$ cat src/rtl/pid_frame_scheduler.sv
// pid_frame_scheduler: one shared MAC datapath evaluating NCH PID loops per sample tick
module pid_frame_scheduler #(
    parameter int NCH = 4,
    parameter int WIDTH = 16,
    parameter int QBITS = 8,
    parameter logic signed [WIDTH-1:0] KP = 'h100,
    parameter logic signed [WIDTH-1:0] KI = 'h0,
    parameter logic signed [WIDTH-1:0] KD = 'h0,
    parameter int TICK_DIV = 1000
) (
    input  logic                                   i_clk,
    input  logic                                   i_rst,
    input  logic                                   i_enable,
    input  logic                                   i_clear_int,
    input  logic [NCH*WIDTH-1:0]                   i_setpoint,
    input  logic [NCH*WIDTH-1:0]                   i_curpoint,
    output logic [NCH*WIDTH-1:0]                   o_out,
    output logic                                   o_valid,
    output logic                                   o_busy,
    output logic [(NCH > 1 ? $clog2(NCH) : 1)-1:0] o_ch,
    output logic                                   o_overrun
);
    localparam int CW = NCH > 1 ? $clog2(NCH) : 1;
    localparam int TW = $clog2(TICK_DIV);
    localparam int AW = 2 * WIDTH + 2;
    localparam logic [CW-1:0] LAST = CW'(NCH - 1);
    localparam logic [TW-1:0] TLAST = TW'(TICK_DIV - 1);
    localparam logic signed [AW-1:0] MAXV = {{(AW - WIDTH + 1){1'b0}}, {(WIDTH - 1){1'b1}}};
    localparam logic signed [AW-1:0] MINV = ~MAXV;

    localparam logic [2:0] IDLE  = 3'd0;
    localparam logic [2:0] FETCH = 3'd1;
    localparam logic [2:0] MUL_P = 3'd2;
    localparam logic [2:0] MUL_I = 3'd3;
    localparam logic [2:0] MUL_D = 3'd4;
    localparam logic [2:0] WRITE = 3'd5;

    function automatic logic signed [WIDTH-1:0] sat(input logic signed [AW-1:0] x);
        return x > MAXV ? MAXV[WIDTH-1:0] : x < MINV ? MINV[WIDTH-1:0] : x[WIDTH-1:0];
    endfunction

    logic [2:0]              state;
    logic [CW-1:0]           ch;
    logic [TW-1:0]           cnt;
    logic signed [AW-1:0]    acc;
    logic signed [WIDTH-1:0] err_r, integ_n_r;
    logic signed [WIDTH-1:0] integ [NCH];
    logic signed [WIDTH-1:0] prev_err [NCH];
    logic signed [WIDTH-1:0] sp_c, pv_c, err_c, integ_n_c, derr_c, op_a, op_b;
    logic signed [2*WIDTH-1:0] prod;
    logic tick;

    assign tick   = i_enable && cnt == TLAST;
    assign o_busy = state != IDLE;
    assign o_ch   = ch;

    // Operand selection for the single shared multiplier, plus per-channel error terms
    always_comb begin
        sp_c      = i_setpoint[ch*WIDTH +: WIDTH];
        pv_c      = i_curpoint[ch*WIDTH +: WIDTH];
        err_c     = sat(AW'(sp_c) - AW'(pv_c));
        integ_n_c = sat(AW'(integ[ch]) + AW'(err_c));
        derr_c    = sat(AW'(err_r) - AW'(prev_err[ch]));
        op_a      = state == MUL_P ? err_r : state == MUL_I ? integ_n_r : derr_c;
        op_b      = state == MUL_P ? KP : state == MUL_I ? KI : KD;
        prod      = op_a * op_b;
    end

    // Sample tick divider, parked at zero while disabled
    always_ff @(posedge i_clk or posedge i_rst) begin
        if (i_rst)
            cnt <= '0;
        else
            cnt <= (!i_enable || cnt == TLAST) ? '0 : cnt + TW'(1);
    end

    // Frame sequencer and MAC: five cycles per channel, outputs written one channel at a time
    always_ff @(posedge i_clk or posedge i_rst) begin
        if (i_rst) begin
            state     <= IDLE;
            ch        <= '0;
            acc       <= '0;
            err_r     <= '0;
            integ_n_r <= '0;
            o_out     <= '0;
            o_valid   <= 1'b0;
            o_overrun <= 1'b0;
            for (int i = 0; i < NCH; i++)
                prev_err[i] <= '0;
        end else begin
            o_valid <= state == WRITE && ch == LAST;
            if (tick && state != IDLE)
                o_overrun <= 1'b1;
            case (state)
                IDLE: if (tick) state <= FETCH;
                FETCH: begin
                    err_r     <= err_c;
                    integ_n_r <= integ_n_c;
                    acc       <= '0;
                    state     <= MUL_P;
                end
                MUL_P, MUL_I, MUL_D: begin
                    acc   <= acc + AW'(prod);
                    state <= state + 3'd1;
                end
                WRITE: begin
                    o_out[ch*WIDTH +: WIDTH] <= sat(acc >>> QBITS);
                    prev_err[ch]             <= err_r;
                    state                    <= ch == LAST ? IDLE : FETCH;
                    ch                       <= ch == LAST ? '0 : ch + CW'(1);
                end
                default: begin
                    state <= IDLE;
                    ch    <= '0;
                end
            endcase
        end
    end

    // Integrators: a clear request wins over the end-of-channel update
    always_ff @(posedge i_clk or posedge i_rst) begin
        if (i_rst) begin
            for (int i = 0; i < NCH; i++)
                integ[i] <= '0;
        end else begin
            for (int i = 0; i < NCH; i++)
                if (i_clear_int)
                    integ[i] <= '0;
                else if (state == WRITE && ch == CW'(i))
                    integ[i] <= integ_n_r;
        end
    end
endmodule

$ cat config.mk
export PLATFORM = sky130hd
export DESIGN_NAME = pid_frame_scheduler
export DESIGN_NICKNAME = d
export VERILOG_FILES = /design/src/rtl/pid_frame_scheduler.sv
export SDC_FILE = /design/constraint.sdc
export NUM_CORES = 1
export LEC_CHECK = 0
export CORE_ASPECT_RATIO = 1.2
export CORE_MARGIN = 2
export CORE_UTILIZATION = 51
export CTS_CLUSTER_SIZE = 30
export DETAILED_ROUTE_END_ITERATION = 10
export HOLD_SLACK_MARGIN = 0.03
export PLACE_DENSITY = 0.79
export SLEW_MARGIN = 20
export SYNTH_ARGS = -nofsm -noshare
export SYNTH_HDL_FRONTEND = slang
export SYNTH_SLANG_ARGS = --single-unit
$ cat constraint.sdc
create_clock -name i_clk -period 4.9 [get_ports i_clk]
set_input_delay 0.735 -clock i_clk [delete_from_list [all_inputs] [get_ports i_clk]]
set_output_delay 0.735 -clock i_clk [all_outputs]
set_load 0.02 [all_outputs]
After elaboration in Yosys (flattened, before gate mapping)
Cells that the tools add are included.
{"block": "op_classes", "addsub": 8, "mul": 1, "order_cmp": 10, "eq_ne": 10, "n_shift": 4, "muxes": 36, "n_bitwise": 1, "reduce_logical": 19}
{"op": "16-bit two-way mux", "n": 23}
{"op": "64-bit bitwise mux", "n": 2}
{"op": "64-bit by 7-bit variable part select with 16-bit output", "n": 2}
{"op": "34-bit one-hot mux with 2 select lines", "n": 1}
{"op": "16-bit binary-select mux with 2-bit select", "n": 2}
{"op": "16-bit by 34-bit variable shift with 64-bit output, first input constant", "n": 1}
{"op": "16-bit by 34-bit variable part select with 64-bit output", "n": 1}
{"op": "17-bit by 16-bit greater-than comparator with 1-bit output, second input constant", "n": 3}
{"op": "17-bit by 16-bit < comparator with 1-bit output, second input constant", "n": 3}
{"op": "34-bit by 26-bit adder with 34-bit output", "n": 1}
{"op": "6-bit negation with 34-bit output", "n": 1}
{"op": "16-bit by 16-bit subtractor with 17-bit output", "n": 2}
{"op": "16-bit demux with 2-bit select", "n": 1}
{"op": "26-bit by 16-bit greater-than comparator with 1-bit output, second input constant", "n": 1}
{"op": "26-bit by 16-bit < comparator with 1-bit output, second input constant", "n": 1}
{"op": "16-bit by 10-bit multiplier with 26-bit output", "n": 1}
{"op": "16-bit by 16-bit adder with 17-bit output", "n": 1}
{"op": "3-bit one-hot mux with 4 select lines", "n": 1}
{"op": "10-bit by 1-bit adder with 10-bit output, second input constant", "n": 1}
{"op": "10-bit equality test, second input constant", "n": 1}
{"op": "10-bit two-way mux", "n": 1}
{"op": "2-bit nonzero test", "n": 5}
{"op": "9-bit two-way mux", "n": 1}
{"op": "1-bit logical AND", "n": 7}
{"op": "22 further kinds", "n": 25}
{"block": "totals", "ff_bits": 275, "word_cells": 106}

Longest topological paths before layout
{"block": "depth", "ltp_word": 13, "ltp_mapped": 19, "ltp_nobuf": 17}

Least setup slack after synthesis
OpenSTA, ideal clock, no wires.
{"block": "synth_path", "path_type": "register -> register", "start": "register ch[0] (netlist: o_ch[0])", "end": "register err_r[0]", "setup_time_ns": 0.079, "arrival_ns": 4.284, "required_ns": 4.821, "setup_slack_ns": 0.537, "stages_incl_launch_ff": 15, "n_path_buf": 3, "cell_sequence": "dfrtp_1 -> clkbuf_1 -> buf_1 -> mux4_2 -> ha_1 -> fa_1 -> nor2b_1 -> o31ai_1 -> a21oi_1 -> a31oi_1 -> a21oi_1 -> a31oi_2 -> buf_4 -> maj3_1 -> o21ai_1"}
{"block": "synth_between", "elab_chain_cells": 5, "word_cells_on_any_way": 7, "cone_classes": "add/sub (1); order compare (2); shift (2); mux (2)"}
{"item": "start: declaration", "line_no": "43", "text": "logic [CW-1:0] ch;"}
{"item": "start signal: assignment", "line_no": "110", "text": "ch <= ch == LAST ? '0 : ch + CW'(1);"}
{"item": "64-bit by 7-bit variable part select with 16-bit output (on tied branches)", "line_no": "59, 60"}
{"item": "16-bit by 16-bit subtractor with 17-bit output *", "line_no": "61", "text": "err_c = sat(AW'(sp_c) - AW'(pv_c));"}
{"item": "17-bit by 16-bit < comparator with 1-bit output", "line_no": "39", "text": "return x > MAXV ? MAXV[WIDTH-1:0] : x < MINV ? MINV[WIDTH-1:0] : x[WIDTH-1:0];"}
{"item": "16-bit two-way mux", "line_no": "39"}
{"item": "16-bit two-way mux *", "line_no": "39"}
{"item": "end signal: assignment", "line_no": "97", "text": "err_r <= err_c;"}
{"item": "end: declaration", "line_no": "46", "text": "logic signed [WIDTH-1:0] err_r, integ_n_r;"}
Mark *: on every way between the ends. The rest lies on a longest branch, timed or not.
A chain may end at the register's enable or synchronous reset.

Worst setup path after layout
{"block": "layout_path", "start": "register state[0]", "end": "register acc[33]"}
{"block": "layout_between", "elab_chain_cells": 6, "word_cells_on_any_way": 12, "cone_classes": "add/sub (1); mul (1); eq/ne (4); mux (4); reduce/logical (2)"}
{"item": "start: declaration", "line_no": "42", "text": "logic [2:0] state;"}
{"item": "start signal: assignment", "line_no": "104", "text": "state <= state + 3'd1;"}
{"item": "start signal: assignment", "line_no": "109", "text": "state <= ch == LAST ? IDLE : FETCH;"}
{"item": "3-bit by 2-bit equality test with 1-bit output", "line_no": "64, 94"}
{"item": "16-bit two-way mux (2 in a row)", "line_no": "64", "text": "op_a = state == MUL_P ? err_r : state == MUL_I ? integ_n_r : derr_c;"}
{"item": "16-bit by 10-bit multiplier with 26-bit output", "line_no": "66", "text": "prod = op_a * op_b;"}
{"item": "34-bit by 26-bit adder with 34-bit output", "line_no": "103", "text": "acc <= acc + AW'(prod);"}
{"item": "34-bit one-hot mux with 2 select lines", "line_no": "94", "text": "case (state)"}
{"item": "end signal: assignment", "line_no": "103"}
{"item": "end: declaration", "line_no": "45", "text": "logic signed [AW-1:0] acc;"}
Several ways; a longest one is shown, not always the timed one.

==> results by group <==
Detailed routing
  – DRC: 0
  – Remaining antenna violation count after routing: 0
  – Wire length per cell: 17.0 um
  – Initial drt markers: 444
  – Drt total wl: 22.1 mm
  – Routed vias: 7500
  – First drt pass iteration count: 6
  – Routed vias/inst: 5.77

Synth
  – Top FF cell, synth: dfrtp_1
  – Post-synthesis register bit count: 123
  – EDFF count, synth: 0
  – Syn_area_per_cell: 9.69 sq um
  – Distinct cells, synth: 71
  – Cells after synthesis: 884
  – Total number of yosys warnings: 0
  – Ys async rst share: 100%
  – Syn_nets: 1118
  – Seq/Total Area, Yosys: 35.9%
  – Cell area after synthesis: 8570 sq um

CTS
  – Hold Buf Count CTS: 0
  – Setup bufs post-CTS: 0
  – Clock Sinks: 123
  – Clock Pin Slew Worst Setup and Hold Paths: 0.06 ns
  – Post-CTS Resized: 0
  – Max clock buf depth: 2
  – Htree depth: 4
  – Clk_lat worst skew: 0.42 ns
  – CTS tree: yes
  – Clock buffer count from CTS: 17
  – Root buf cell: clkbuf_16

Global route
  – GRT Total Usage: 25.8%
  – Total congestion overflow: 0
  – Number of global-route vias before repair: 7593
  – First-pass GRT wire length: 36.5 mm
  – Initial antenna violation count: 0
  – Largest net degree at the start of global routing: 80

Critical path
  – Worst reg-to-reg path cell count: 16
  – Critical Path End Type: flip-flop
  – Critical path arrival: 4.71 ns
  – Reg2reg end: acc[33]
  – Startpoint types: flip-flop
  – Type of the worst setup path: flip-flop to flip-flop
  – Crit path required time: 5.20 ns
  – R2R Path Start: state[0]
  – CP max FO: 18
  – Reg2Reg Setup Slack: 0.49 ns

Power and ir drop
  – Pint: 1880 uW
  – Leak: 0.00528 uW
  – Share of power burned in registers: 40.0%
  – Psw: 671 uW
  – Power per cell area: 225 nW/um^2
  – Switching portion of total power: 26.2%
  – Combinational share of power: 13.1%
  – Peak supply drop: 0.227 mV
  – Clock network power share: 46.9%

Layout
  – Nets@finish: 1309
  – Commonest non-fill, non-tap cell in the layout: clkdlybuf4s50_1
  – Layout cells sized above 1: 10.7%
  – Filler cell count: 1299
  – P&R area growth vs syn: 32.6%
  – Most frequent cells in the layout: clkdlybuf4s50_1, dfrtp_1, nand2_1
  – N_diodes: 0

STA
  – Final hold violation count: 0
  – Crit share post-route: 89.9%
  – Relative slew slack: 36.1%
  – Setup violations, final: 0
  – Fmax: 227 MHz
  – RSZ-0062 raised after global routing: false
  – Post-route minimum period: 4.41 ns
  – Slew Limit Fails: 0
  – Worst-Margin Slew: 0.955 ns
  – Setup_tns: 0 ns
  – Skew final: 0.0104 ns
  – Fin worst setup slack: 0.494 ns

Placement
  – Port-buffer cells: 199
  – Gpl congestion: 0.892
  – Pre-CTS setup slack: 0.185 ns
  – Hpwl dp: 17.4 mm

Worst hold path
  – Worst Hold Depth: 1
  – Hold-critical path endpoint: cnt[0]
  – Hold path start: cnt[0]
  – Hold WC Path Type: flip-flop to flip-flop

Floorplanning
  – IO Pins: 201
  – Die footprint: 17900 sq um
  – Cell Rows: 51
  – Initial Util: 52.5%
  – Placeable core region: 16300 sq um
  – Die Width: 122 um
  – Die Span Y: 146 um

Outcome
  – Result of the run: finished, final reports clean

Flow run
  – Max_cap viols: 0
-- flip-flops by register name, indices dropped and copies added (netlist names) --
name and flops:
o_ch 2, acc 26, o_out 64, o_valid 1, o_overrun 1, cnt 10
state 3, err_r 16
-- power groups by stage --
stage	Combinational (uW)	Clock (uW)	Sequential, uW
after floorplan	189	0	1040
after global placement	331	0	1040
after detailed placement	337	0	1040
after CTS	338	1220	1020
after global routing	367	1270	1020
final	335	1200	1020
-- layout make-up --
type,instances,area (sq um),area share [%]
Inverter,43,164,1.44
Clock inverter,15,150,1.32
Sequential cell,123,3080,27.1
Multi-Input combinational cell,677,5180,45.6
Timing Repair Buffer,213,2100,18.5
Tap cell,212,265,2.33
Clock buffer,17,425,3.74
-- synth_stat cells (3+ instances only) --
cell type  instances  area [sq um]
or4_1              4          30.0
nand2b_1           3          18.8
nand3_1           39           195
o21a_1             5          37.5
o21ai_2            9          78.8
and2_1            19           119
nand4_1            6          37.5
a21o_1            15           113
o31ai_1            6          45.0
a21boi_0           3          22.5
xnor2_1           14           123
a21oi_1           39           195
ha_1             100          1250
mux4_2            32           721
dfrtp_1          123          3080
a31oi_1            6          37.5
maj3_1             5          50.1
maj3_2             9           101
a211oi_1           6          45.0
nand2_1          121           454
xor2_1            15           131
or3_1              4          25.0
inv_1             43           161
o21ai_1            4          20.0
buf_1              5          18.8
nor3b_1            3          22.5
nor2_1            34           128
clkbuf_1          34           128
nor2b_1            7          43.8
nor3_1             6          30.0
o21ai_0          101           505
and3_1             9          56.3
-- critical path: stages (launching register included) --
cell and delay [ns]:
dfrtp_1 0.42, inv_1 0.09, ha_1 0.15, nor2b_2 0.53, nand2_1 0.18, inv_1 0.11
ha_1 0.23, ha_1 0.30, ha_1 0.40, and3_1 0.24, a221oi_1 0.28, o21ai_0 0.14
a21oi_1 0.20, nand2_1 0.15, a41o_1 0.29, or4_1 0.47, o311a_1 0.12
-- stage by stage --
step | power [uW] | util [%] | hold slack [ns] | cells | instance area, sq um
2_1_floorplan | 1230 | - | 0.425 | 884 | 8570
3_3_place_gp | 1370 | 66.0 | 0.440 | 1268 | 10800
3_5_place_dp | 1380 | 66.0 | 0.455 | 1268 | 10800
4_1_cts | 2580 | 69.5 | 0.463 | 1300 | 11400
5_1_grt | 2660 | 69.6 | 0.493 | 1300 | 11400
6_report | 2560 | 69.6 | 0.461 | 1300 | 11400
-- kinds of logic after synthesis --
kind of cell	Yosys count	share of synthesized area, %
buffers and inverters	84	3.81
AO/OA/AOI/OAI	229	16.9
AND/OR/NAND/NOR	267	14.7
flip-flops	123	35.9
XOR/XNOR	29	2.96
adder cells (fa/ha/maj)	116	16.8
multiplexers	36	8.91
-- worst max path at each step --
stage,start,end,depth (start not counted)
6_report,state[0],acc[33],16
5_1_grt,state[0],acc[33],16
4_1_cts,state[0],acc[33],16
3_5_place_dp,state[0],acc[33],16
3_3_place_gp,state[0],acc[33],16
2_1_floorplan,o_ch[0],err_r[0],14
-- metal layers --
| layer | track usage (%) | vias to the layer above | routed length [um] |
|---|---|---|---|
| li1 | - | 3601 | - |
| met1 | 31.1 | 3547 | 8830 |
| met2 | 45.0 | 310 | 11200 |
| met3 | 5.21 | 42 | 1560 |
| met4 | 9.31 | 0 | 546 |
| met5 | 0 | - | 0 |
Note: power is estimated with default switching activity, not from simulation.
